==> src/rtl/flags_setter.sv <==
// Status-flag register (N, Z, C, V) for the 12-bit accumulator datapath.
// Flags load from the ALU operation on an AC_update edge and hold otherwise.
module flags_setter (
    input  logic        clk,
    input  logic        rst_n,
    input  logic        AC_update,
    input  logic [3:0]  opcode,
    input  logic [11:0] op1,
    input  logic [11:0] op2,
    input  logic [11:0] AC_result,
    output logic        N,
    output logic        Z,
    output logic        C,
    output logic        V
);

    localparam int DATA_W = 12;

    localparam logic [3:0] OPC_ADD = 4'b1001;
    localparam logic [3:0] OPC_SUB = 4'b1010;
    localparam logic [3:0] OPC_CMP = 4'b0100;

    // Flag vector packing order is {N, Z, C, V} throughout.
    function automatic logic [3:0] add_flags(
        input logic signed [DATA_W-1:0] a,
        input logic signed [DATA_W-1:0] b
    );
        logic [DATA_W:0]   sum;
        logic [DATA_W-1:0] res;
        logic              ovf;
        sum = {1'b0, a} + {1'b0, b};
        res = sum[DATA_W-1:0];
        ovf = (a[DATA_W-1] == b[DATA_W-1]) && (res[DATA_W-1] != a[DATA_W-1]);
        return {res[DATA_W-1], (res == '0), sum[DATA_W], ovf};
    endfunction

    // Carry out of the two's-complement subtraction means no borrow.
    function automatic logic [3:0] sub_flags(
        input logic signed [DATA_W-1:0] a,
        input logic signed [DATA_W-1:0] b
    );
        logic [DATA_W:0]   diff;
        logic [DATA_W-1:0] res;
        logic              ovf;
        diff = {1'b0, a} + {1'b0, ~b} + {{DATA_W{1'b0}}, 1'b1};
        res  = diff[DATA_W-1:0];
        ovf  = (a[DATA_W-1] != b[DATA_W-1]) && (res[DATA_W-1] != a[DATA_W-1]);
        return {res[DATA_W-1], (res == '0), diff[DATA_W], ovf};
    endfunction

    logic signed [DATA_W-1:0] op1_s;
    logic signed [DATA_W-1:0] op2_s;
    logic [3:0]               flags_q;
    logic [3:0]               flags_d;

    assign op1_s = op1;
    assign op2_s = op2;

    always_comb begin
        flags_d = flags_q;
        unique case (opcode)
            OPC_ADD: flags_d = add_flags(op1_s, op2_s);
            OPC_SUB,
            OPC_CMP: flags_d = sub_flags(op1_s, op2_s);
            // Non-arithmetic writes only refresh N/Z from the accumulator value.
            default: flags_d = {AC_result[DATA_W-1], (AC_result == '0), flags_q[1:0]};
        endcase
    end

    always_ff @(posedge clk) begin
        if (!rst_n) begin
            flags_q <= 4'b0000;
        end else if (AC_update) begin
            flags_q <= flags_d;
        end
    end

    assign N = flags_q[3];
    assign Z = flags_q[2];
    assign C = flags_q[1];
    assign V = flags_q[0];

endmodule

==> config.mk <==
export PLATFORM = sky130hd
export DESIGN_NAME = flags_setter
export DESIGN_NICKNAME = d
export VERILOG_FILES = /design/src/rtl/flags_setter.sv
export SDC_FILE = /design/constraint.sdc
export NUM_CORES = 1
export LEC_CHECK = 0
export CELL_PAD_IN_SITES_DETAIL_PLACEMENT = 1
export CELL_PAD_IN_SITES_GLOBAL_PLACEMENT = 1
export CORE_AREA = 3 3 55 82
export CTS_CLUSTER_DIAMETER = 80
export DETAILED_ROUTE_END_ITERATION = 16
export DIE_AREA = 0 0 58 85
export DONT_BUFFER_PORTS = 1
export GPL_ROUTABILITY_DRIVEN = 0
export PLACE_DENSITY_LB_ADDON = 0.05
export SLEW_MARGIN = 5
export SYNTH_ARGS = -nofsm -noshare
export SYNTH_HDL_FRONTEND = slang
export SYNTH_SLANG_ARGS = --single-unit
==> constraint.sdc <==
create_clock -name clk -period 3.65 [get_ports clk]
set_clock_uncertainty 0.1 [all_clocks]
set_input_delay 1.095 -clock clk [delete_from_list [all_inputs] [get_ports clk]]
set_output_delay 1.095 -clock clk [all_outputs]
set_load 0.05 [all_outputs]
==> results of run 1 <==
-- worst paths after layout --
| check | start | end | slack (ps) | depth (start not counted) |
|---|---|---|---|---|
| setup / recovery | op1[0] | flags_q[2] | 350 | 9 |
| hold / removal | flags_q[1] | flags_q[1] | 690 | 2 |
| setup reg to reg | flags_q[2] | flags_q[2] | 1520 | 6 |
| hold reg to reg | flags_q[1] | flags_q[1] | 690 | 2 |
-- logic make-up (layout without fill, tap and decap cells) --
family                     after synthesis  in the layout
buffers and inverters                   30             34
AOI/OAI and AO/OA                       69             69
adders and majority gates               26             26
muxes                                    1              1
and+or+nand+nor                         74             74
DFF                                      4              4
xor gates and xnor gates                12             12
-- metal layers --
metal	vias up	share of wire [%]	wire (µm)	track usage (%)
li1	788	-	-	-
met1	757	36	1630	20.7
met2	16	61	2760	39.9
met3	4	1.6	74	2.13
met4	0	0.67	30	2.53
met5	-	0	0	0
-- final cells by class --
class | instances | area share [%]
inverters | 24 | 5.46
clock buffers | 3 | 2.50
well taps | 45 | 3.41
multi-input cells | 182 | 80.6
repair buffers | 7 | 3.18
flip-flops and latches | 4 | 4.85
-- power breakdown --
part / switching (W) / internal [W]
sequential: 0.00000815 / 0.0000461
combinational: 0.000136 / 0.0000983
clock: 0.0000214 / 0.0000702
total: 0.000165 / 0.000215
-- worst max-delay path, delay by kind of cell --
family / cells / cell delay [ps]
AO/OA/AOI/OAI: 5 / 1000
adder cells (fa/ha/maj): 2 / 650
AND/OR/NAND/NOR: 2 / 610
-- per-stage QoR --
stage	power (W)	instances	instance area (µm²)	util, %
5_1_grt	0.000418	265	1650	42.1
3_3_place_gp	0.000284	262	1610	41.0
2_1_floorplan	0.000231	216	1520	-
6_report	0.000380	265	1650	42.1
3_5_place_dp	0.000290	262	1610	41.0
4_1_cts	0.000383	265	1650	42.1
-- synth_stat cells (3+ instances only) --
cell                       count  area, µm²
sky130_fd_sc_hd__nor2_1       23       86.3
sky130_fd_sc_hd__inv_1        24       90.1
sky130_fd_sc_hd__o31ai_1       3       22.5
sky130_fd_sc_hd__a31oi_1       3       18.8
sky130_fd_sc_hd__nor3_1        4       20.0
sky130_fd_sc_hd__nor2b_1       4       25.0
sky130_fd_sc_hd__xor2_1        6       52.6
sky130_fd_sc_hd__or4_1         3       22.5
sky130_fd_sc_hd__o21ai_0      17       85.1
sky130_fd_sc_hd__o21ai_1       3       15.0
sky130_fd_sc_hd__nor4_1        3       18.8
sky130_fd_sc_hd__dfxtp_1       4       80.1
sky130_fd_sc_hd__nand2_1      11       41.3
sky130_fd_sc_hd__nand2b_1      7       43.8
sky130_fd_sc_hd__xnor2_1       6       52.6
sky130_fd_sc_hd__a21oi_1      18       90.1
sky130_fd_sc_hd__ha_1         24        300
sky130_fd_sc_hd__clkbuf_1      5       18.8
sky130_fd_sc_hd__nand3_1       7       35.0
==> impl_summary.txt, run 1 <==
----------------------------------------------------
[Finish]
  Top register by number of flip-flops ... flags_q
  Net count, final ... 291
  ANT cells ... 0
  Filler cell count ... between 500 and 600
  Most frequent cells in the layout ... sky130_fd_sc_hd__inv_1, sky130_fd_sc_hd__ha_1, sky130_fd_sc_hd__nor2_1, sky130_fd_sc_hd__a21oi_1, sky130_fd_sc_hd__o21ai_0
  Area growth syn-to-layout ... 8.29%
  Max FFs per register ... 4
  Fraction of final layout cells sized beyond drive strength 1 ... 7.27%
  Registers with the most flip-flops ... flags_q x4
  Sequential cell area ... about 80 µm²
  Multi-input gate area ... about 0.0013 mm²

[Setup path]
  Critical Setup Path Class ... in2reg
  Most used cell, CP ... sky130_fd_sc_hd__a2111oi_4
  Crit path capture type ... register
  Worst path max stage delay ... 490 ps
  List of cells traversed by the critical path ... ha_1 -> fa_1 -> nand2b_4 -> a2111oi_4 -> nor4b_1 -> o21ai_0 -> a2111oi_4 -> o2111ai_1 -> o211ai_2
  Library cell contributing the largest single delay on the critical path ... sky130_fd_sc_hd__nor4b_1
  Worst EP required ... 3690 ps
  Worst path arrival time ... 3350 ps
  Largest driver fanout on the critical path ... 3
  Kind of start point of the critical path ... input pin

[Placement]
  Setup slack at placement ... 148 ps
  HPWL after detailed placement ... 3.98 mm
  Number of port buffers ... 0

[STA]
  Fmax ... 303 MHz
  Actual slew at the worst max-slew pin ... 608 ps
  Normalized max-slew margin ... 58.4%
  Unrepaired setup endpoints after global routing ... false
  Shortest period the worst path allows ... 3300 ps
  Final worst-path cycle share ... 90.4%
  Post-layout worst setup margin ... between 300 and 400 ps
  Total Neg Setup Slack ... 0 ps
  Final setup fails ... 0
  Total count of hold-check failures in the final report ... 0
  Worst hold slack ... between 600 and 700 ps
  Count of pins over their slew limit ... 0

[Floorplanning]
  Boundary Pins ... 47
  Effective utilization at floorplan ... 38.8%
  Core area ... 0.00392 mm²
  Height of the die ... ~85 µm
  Area of the die ... 0.00493 mm²
  Overall die width ... 58 µm
  Rows ... 28

[Synth]
  Count of yosys warnings during synthesis ... 0
  Async set-or-reset flop fraction in the synthesized netlist ... 0%
  Adder-cell area share of the yosys netlist ... roughly 22%
  Post-synthesis simple-gate area fraction ... 25.9%
  Mean instance size in the synthesized netlist ... 7.06 µm²
  Portion of the post-synthesis area used by sequential elements ... 5.25%
  Synthesized netlist net count ... 285
  Share of synthesized area spent on multiplexers ... 0.657%
  Flop and latch count out of synthesis ... 4
  XOR/XNOR share of the synthesized area ... 6.90%
  Netlist Area Pre-Place ... 0.00152 mm²
  Post-synth EDFFs ... 0
  Distinct cells, synth ... 49
  Mapped Cells ... 216
  Most used DFF post-synth ... sky130_fd_sc_hd__dfxtp_1
  Compound-cell area share of the yosys netlist ... a little under a third
  Combinational family with the most area after synthesis ... compound AO/OA/AOI/OAI gates

[Global routing]
  Number of global-route vias before repair ... 1,724
  Aggregate global routing overflow ... 0
  Global router's overall resource usage ... 19.5%
  Initial antenna violation count ... 0
  Largest net degree at the start of global routing ... 13
  Wire length of the first global-routing pass ... 7.75 mm

[Clocking]
  Count of buffers added by post-CTS timing repair for setup ... 0
  Clock Latency Late Sink ... 210 ps
  Clock tree from TritonCTS ... built
  Maximum buffer depth of the clock tree ... 2
  Clock edge transition at the registers on the reported setup and hold paths ... 30 ps
  Inserted Clock Buffers ... 3
  Post-CTS sizing ... 0
  Clk Tree Root Cell ... sky130_fd_sc_hd__clkbuf_8
  Clock sinks ... 4
  # H-tree levels ... 1
  Post-CTS Hold Fix Bufs ... 0

[Drt]
  Routed via count ... 1,565
  Initial DRC count ... 46
  Drc violations ... 0
  First-pass iteration count of the detailed router ... 6
  Total routed wirelength ... 4.49 mm
  Antenna Nets Post-Route ... 0
  Routed wire per std cell ... 16.9 µm
  Per-cell via count in the routed design ... 5.91

[Job]
  Total of max-cap violations ... 0

[Pwr]
  VDD IR max ... about 0.12 mV
  Leakage power of the design ... 0.714 nW
  Total power per unit cell area ... 230 mW/mm²

[Outcome]
  Status ... finished, final reports clean

[Hold path]
  Worst min-delay path class ... reg2reg

----------------------------------------------------
No activity file was read; power rests on OpenSTA's default activity.
==> run 2: changes to the inputs <==
--- a/config.mk
+++ b/config.mk
@@ -7,14 +7,14 @@
 export LEC_CHECK = 0
 export CELL_PAD_IN_SITES_DETAIL_PLACEMENT = 1
 export CELL_PAD_IN_SITES_GLOBAL_PLACEMENT = 1
-export CORE_AREA = 3 3 55 82
+export CORE_AREA = 3 3 92 50
 export CTS_CLUSTER_DIAMETER = 80
 export DETAILED_ROUTE_END_ITERATION = 16
-export DIE_AREA = 0 0 58 85
+export DIE_AREA = 0 0 95 53
 export DONT_BUFFER_PORTS = 1
 export GPL_ROUTABILITY_DRIVEN = 0
 export PLACE_DENSITY_LB_ADDON = 0.05
-export SLEW_MARGIN = 5
+export SLEW_MARGIN = 40
 export SYNTH_ARGS = -nofsm -noshare
 export SYNTH_HDL_FRONTEND = slang
 export SYNTH_SLANG_ARGS = --single-unit
==> run 2 against run 1 <==
  * Clock power is 3.5% higher
  * Global-route usage fell by 1.1 points
  * Clock-buffer cell count unchanged
  * Critical path depth is the same
  * Utilization is 0.56 points higher
  * Sequential cell count unchanged
  * Total power is 0.37% lower
==> impl_summary.txt, run 2 (synthesized netlist as in run 1, its figures left out) <==
----------------------------------------------------
[Setup path]
  Critical Setup Path Class ... in2reg
  Worst path max stage delay ... 500 ps (about the same)
  Most used cell, CP ... sky130_fd_sc_hd__a2111oi_4
  Worst reg-to-reg setup slack ... 1510 ps (about the same)
  Crit path capture type ... register
  List of cells traversed by the critical path ... ha_1 -> fa_1 -> nand2b_4 -> a2111oi_4 -> nor4b_1 -> o21ai_0 -> a2111oi_4 -> o2111ai_1 -> o211ai_2
  Worst EP required ... 3700 ps (about the same)
  Reg-to-reg critical path startpoint ... flags_q[2]
  Gate family responsible for the most delay along the worst path ... compound AO/OA/AOI/OAI gates
  Worst Path Buf+Inv ... 0 (unchanged)
  Kind of start point of the critical path ... input pin
  Library cell contributing the largest single delay on the critical path ... sky130_fd_sc_hd__nor4b_1
  Largest driver fanout on the critical path ... 3 (unchanged)
  Launch point of the critical path ... op1[0]
  Worst path arrival time ... 3370 ps (+20 ps)

[Clocking]
  Count of buffers added by post-CTS timing repair for setup ... 0 (unchanged)
  Clk Tree Root Cell ... sky130_fd_sc_hd__clkbuf_8
  Post-CTS sizing ... 0 (unchanged)
  # H-tree levels ... 1 (unchanged)
  Inserted Clock Buffers ... 3 (unchanged)
  Clock Latency Late Sink ... 220 ps (about the same)
  Clock tree from TritonCTS ... built
  Clock sinks ... 4 (unchanged)
  Post-CTS Hold Fix Bufs ... 0 (unchanged)
  Maximum buffer depth of the clock tree ... 2 (unchanged)
  Clock edge transition at the registers on the reported setup and hold paths ... 30 ps (about the same)

[Floorplanning]
  Core area ... 0.00386 mm² (-1.5%)
  Effective utilization at floorplan ... 39.4% (+0.60 points)
  Rows ... 16 (-43%)
  Height of the die ... 53 µm (-38%)
  Boundary Pins ... 47 (unchanged)
  Overall die width ... 95 µm (+64%)
  Area of the die ... 0.00504 mm² (+2.1%)

[STA]
  Actual slew at the worst max-slew pin ... 595 ps (-12.4 ps)
  Post-layout worst setup margin ... 325 ps (-24.1 ps)
  Total count of hold-check failures in the final report ... 0 (unchanged)
  Shortest period the worst path allows ... 3320 ps (+24.1 ps)
  Final worst-path cycle share ... 91.1% (+0.66 points)
  Total Neg Setup Slack ... 0 ps (unchanged)
  Normalized max-slew margin ... 59.3% (+0.85 points)
  Unrepaired setup endpoints after global routing ... false
  Count of pins over their slew limit ... 0 (unchanged)
  Final setup fails ... 0 (unchanged)
  Fmax ... 301 MHz (-0.73%)

[Placement]
  Number of port buffers ... 0 (unchanged)
  HPWL after detailed placement ... 3.77 mm (-5.1%)
  Setup slack at placement ... 113 ps (-34.3 ps)

[Finish]
  Most frequent cells in the layout ... sky130_fd_sc_hd__inv_1, sky130_fd_sc_hd__ha_1, sky130_fd_sc_hd__nor2_1, sky130_fd_sc_hd__a21oi_1, sky130_fd_sc_hd__o21ai_0
  Fraction of final layout cells sized beyond drive strength 1 ... 6.42% (-0.85 points)
  Top register by number of flip-flops ... flags_q
  Max FFs per register ... 4 (unchanged)
  ANT cells ... 0 (unchanged)
  Area growth syn-to-layout ... 8.05%
  Net count, final ... 289 (-0.69%)
  Registers with the most flip-flops ... flags_q x4

[Drt]
  Drc violations ... 0 (unchanged)
  Initial DRC count ... 70 (+52%)
  Routed wire per std cell ... 16.1 µm (-4.8%)
  First-pass iteration count of the detailed router ... 4 (-2)
  Routed via count ... 1,573 (+0.51%)
  Total routed wirelength ... 4.39 mm (-2.3%)
  Antenna Nets Post-Route ... 0 (unchanged)
  Per-cell via count in the routed design ... 5.78 (-2.1%)

[Global routing]
  Aggregate global routing overflow ... 0 (unchanged)
  Number of global-route vias before repair ... 1,524 (-12%)
  Global router's overall resource usage ... 18.3% (-1.1 points)
  Largest net degree at the start of global routing ... 13 (unchanged)
  Wire length of the first global-routing pass ... 7.18 mm (-7.4%)
  Initial antenna violation count ... 0 (unchanged)

[Pwr]
  VDD IR max ... 0.0708 mV (-39%)
  Leakage power of the design ... 0.704 nW (-1.3%)
  Total power per unit cell area ... 230 mW/mm² (-0.15%)

[Hold path]
  Worst min-delay path class ... reg2reg
  Worst Hold Launch ... flags_q[3]

[Outcome]
  Status ... finished, final reports clean

[Job]
  Total of max-cap violations ... 0 (unchanged)

----------------------------------------------------
==> run 2: worst register-to-register path, cell delays in order, from the launching register on <==
cell and delay (ps):
sky130_fd_sc_hd__dfxtp_1 660, sky130_fd_sc_hd__o211a_1 220, sky130_fd_sc_hd__and3_1 150, sky130_fd_sc_hd__nand4_1 110, sky130_fd_sc_hd__a2111oi_0 510, sky130_fd_sc_hd__nand4_1 220
sky130_fd_sc_hd__o211ai_2 100
==> run 2: final timing paths <==
kind / endpoint / depth (start not counted)
setup / recovery: flags_q[2] / 9
hold / removal: flags_q[3] / 2
setup reg to reg: flags_q[2] / 6
hold reg to reg: flags_q[3] / 2
==> run 2: report_power, final <==
group | leakage (nW) | internal, W | switching [W]
registers | 0.0327 | 0.0000460 | 0.00000804
logic | 0.650 | 0.0000943 | 0.000135
clock network | 0.0216 | 0.0000704 | 0.0000244
total | 0.704 | 0.000211 | 0.000168
==> run 2: layout make-up <==
class / count / area [µm²]
Clock buffer: 3 / 41.3
Tap cell: 54 / 67.6
Inverter: 24 / 90.1
Sequential cell: 4 / 80.1
Multi-Input combinational cell: 182 / 1330
Fill cell: 513 / 2220
Timing Repair Buffer: 5 / 37.5
==> run 2: through the flow <==
step	instance area, µm²	total power [W]	hold slack (ps)	utilization, %	std cells
after floorplan	1520	0.000231	653	-	216
after global placement	1610	0.000281	672	41.5	269
after detailed placement	1610	0.000283	673	41.5	269
after CTS	1650	0.000381	682	42.6	272
after global routing	1650	0.000416	697	42.6	272
final	1650	0.000379	681	42.6	272
==> run 2: metal layers <==
metal / part of all wire, % / GRT usage (%) / up-vias
met5: 0 / 0 / -
met4: 0.62 / 3.59 / 0
met3: 5.6 / 3.41 / 5
met2: 42 / 27.3 / 48
met1: 52 / 27.2 / 737
li1: - / - / 783
==> run 3: changes to the inputs <==
--- a/config.mk
+++ b/config.mk
@@ -8,7 +8,6 @@
 export CELL_PAD_IN_SITES_DETAIL_PLACEMENT = 1
 export CELL_PAD_IN_SITES_GLOBAL_PLACEMENT = 1
 export CORE_AREA = 3 3 92 50
-export CTS_CLUSTER_DIAMETER = 80
 export DETAILED_ROUTE_END_ITERATION = 16
 export DIE_AREA = 0 0 95 53
 export DONT_BUFFER_PORTS = 1
==> results of run 3 <==
No change in the layout: final DEF, timing and power equal those of run 2.
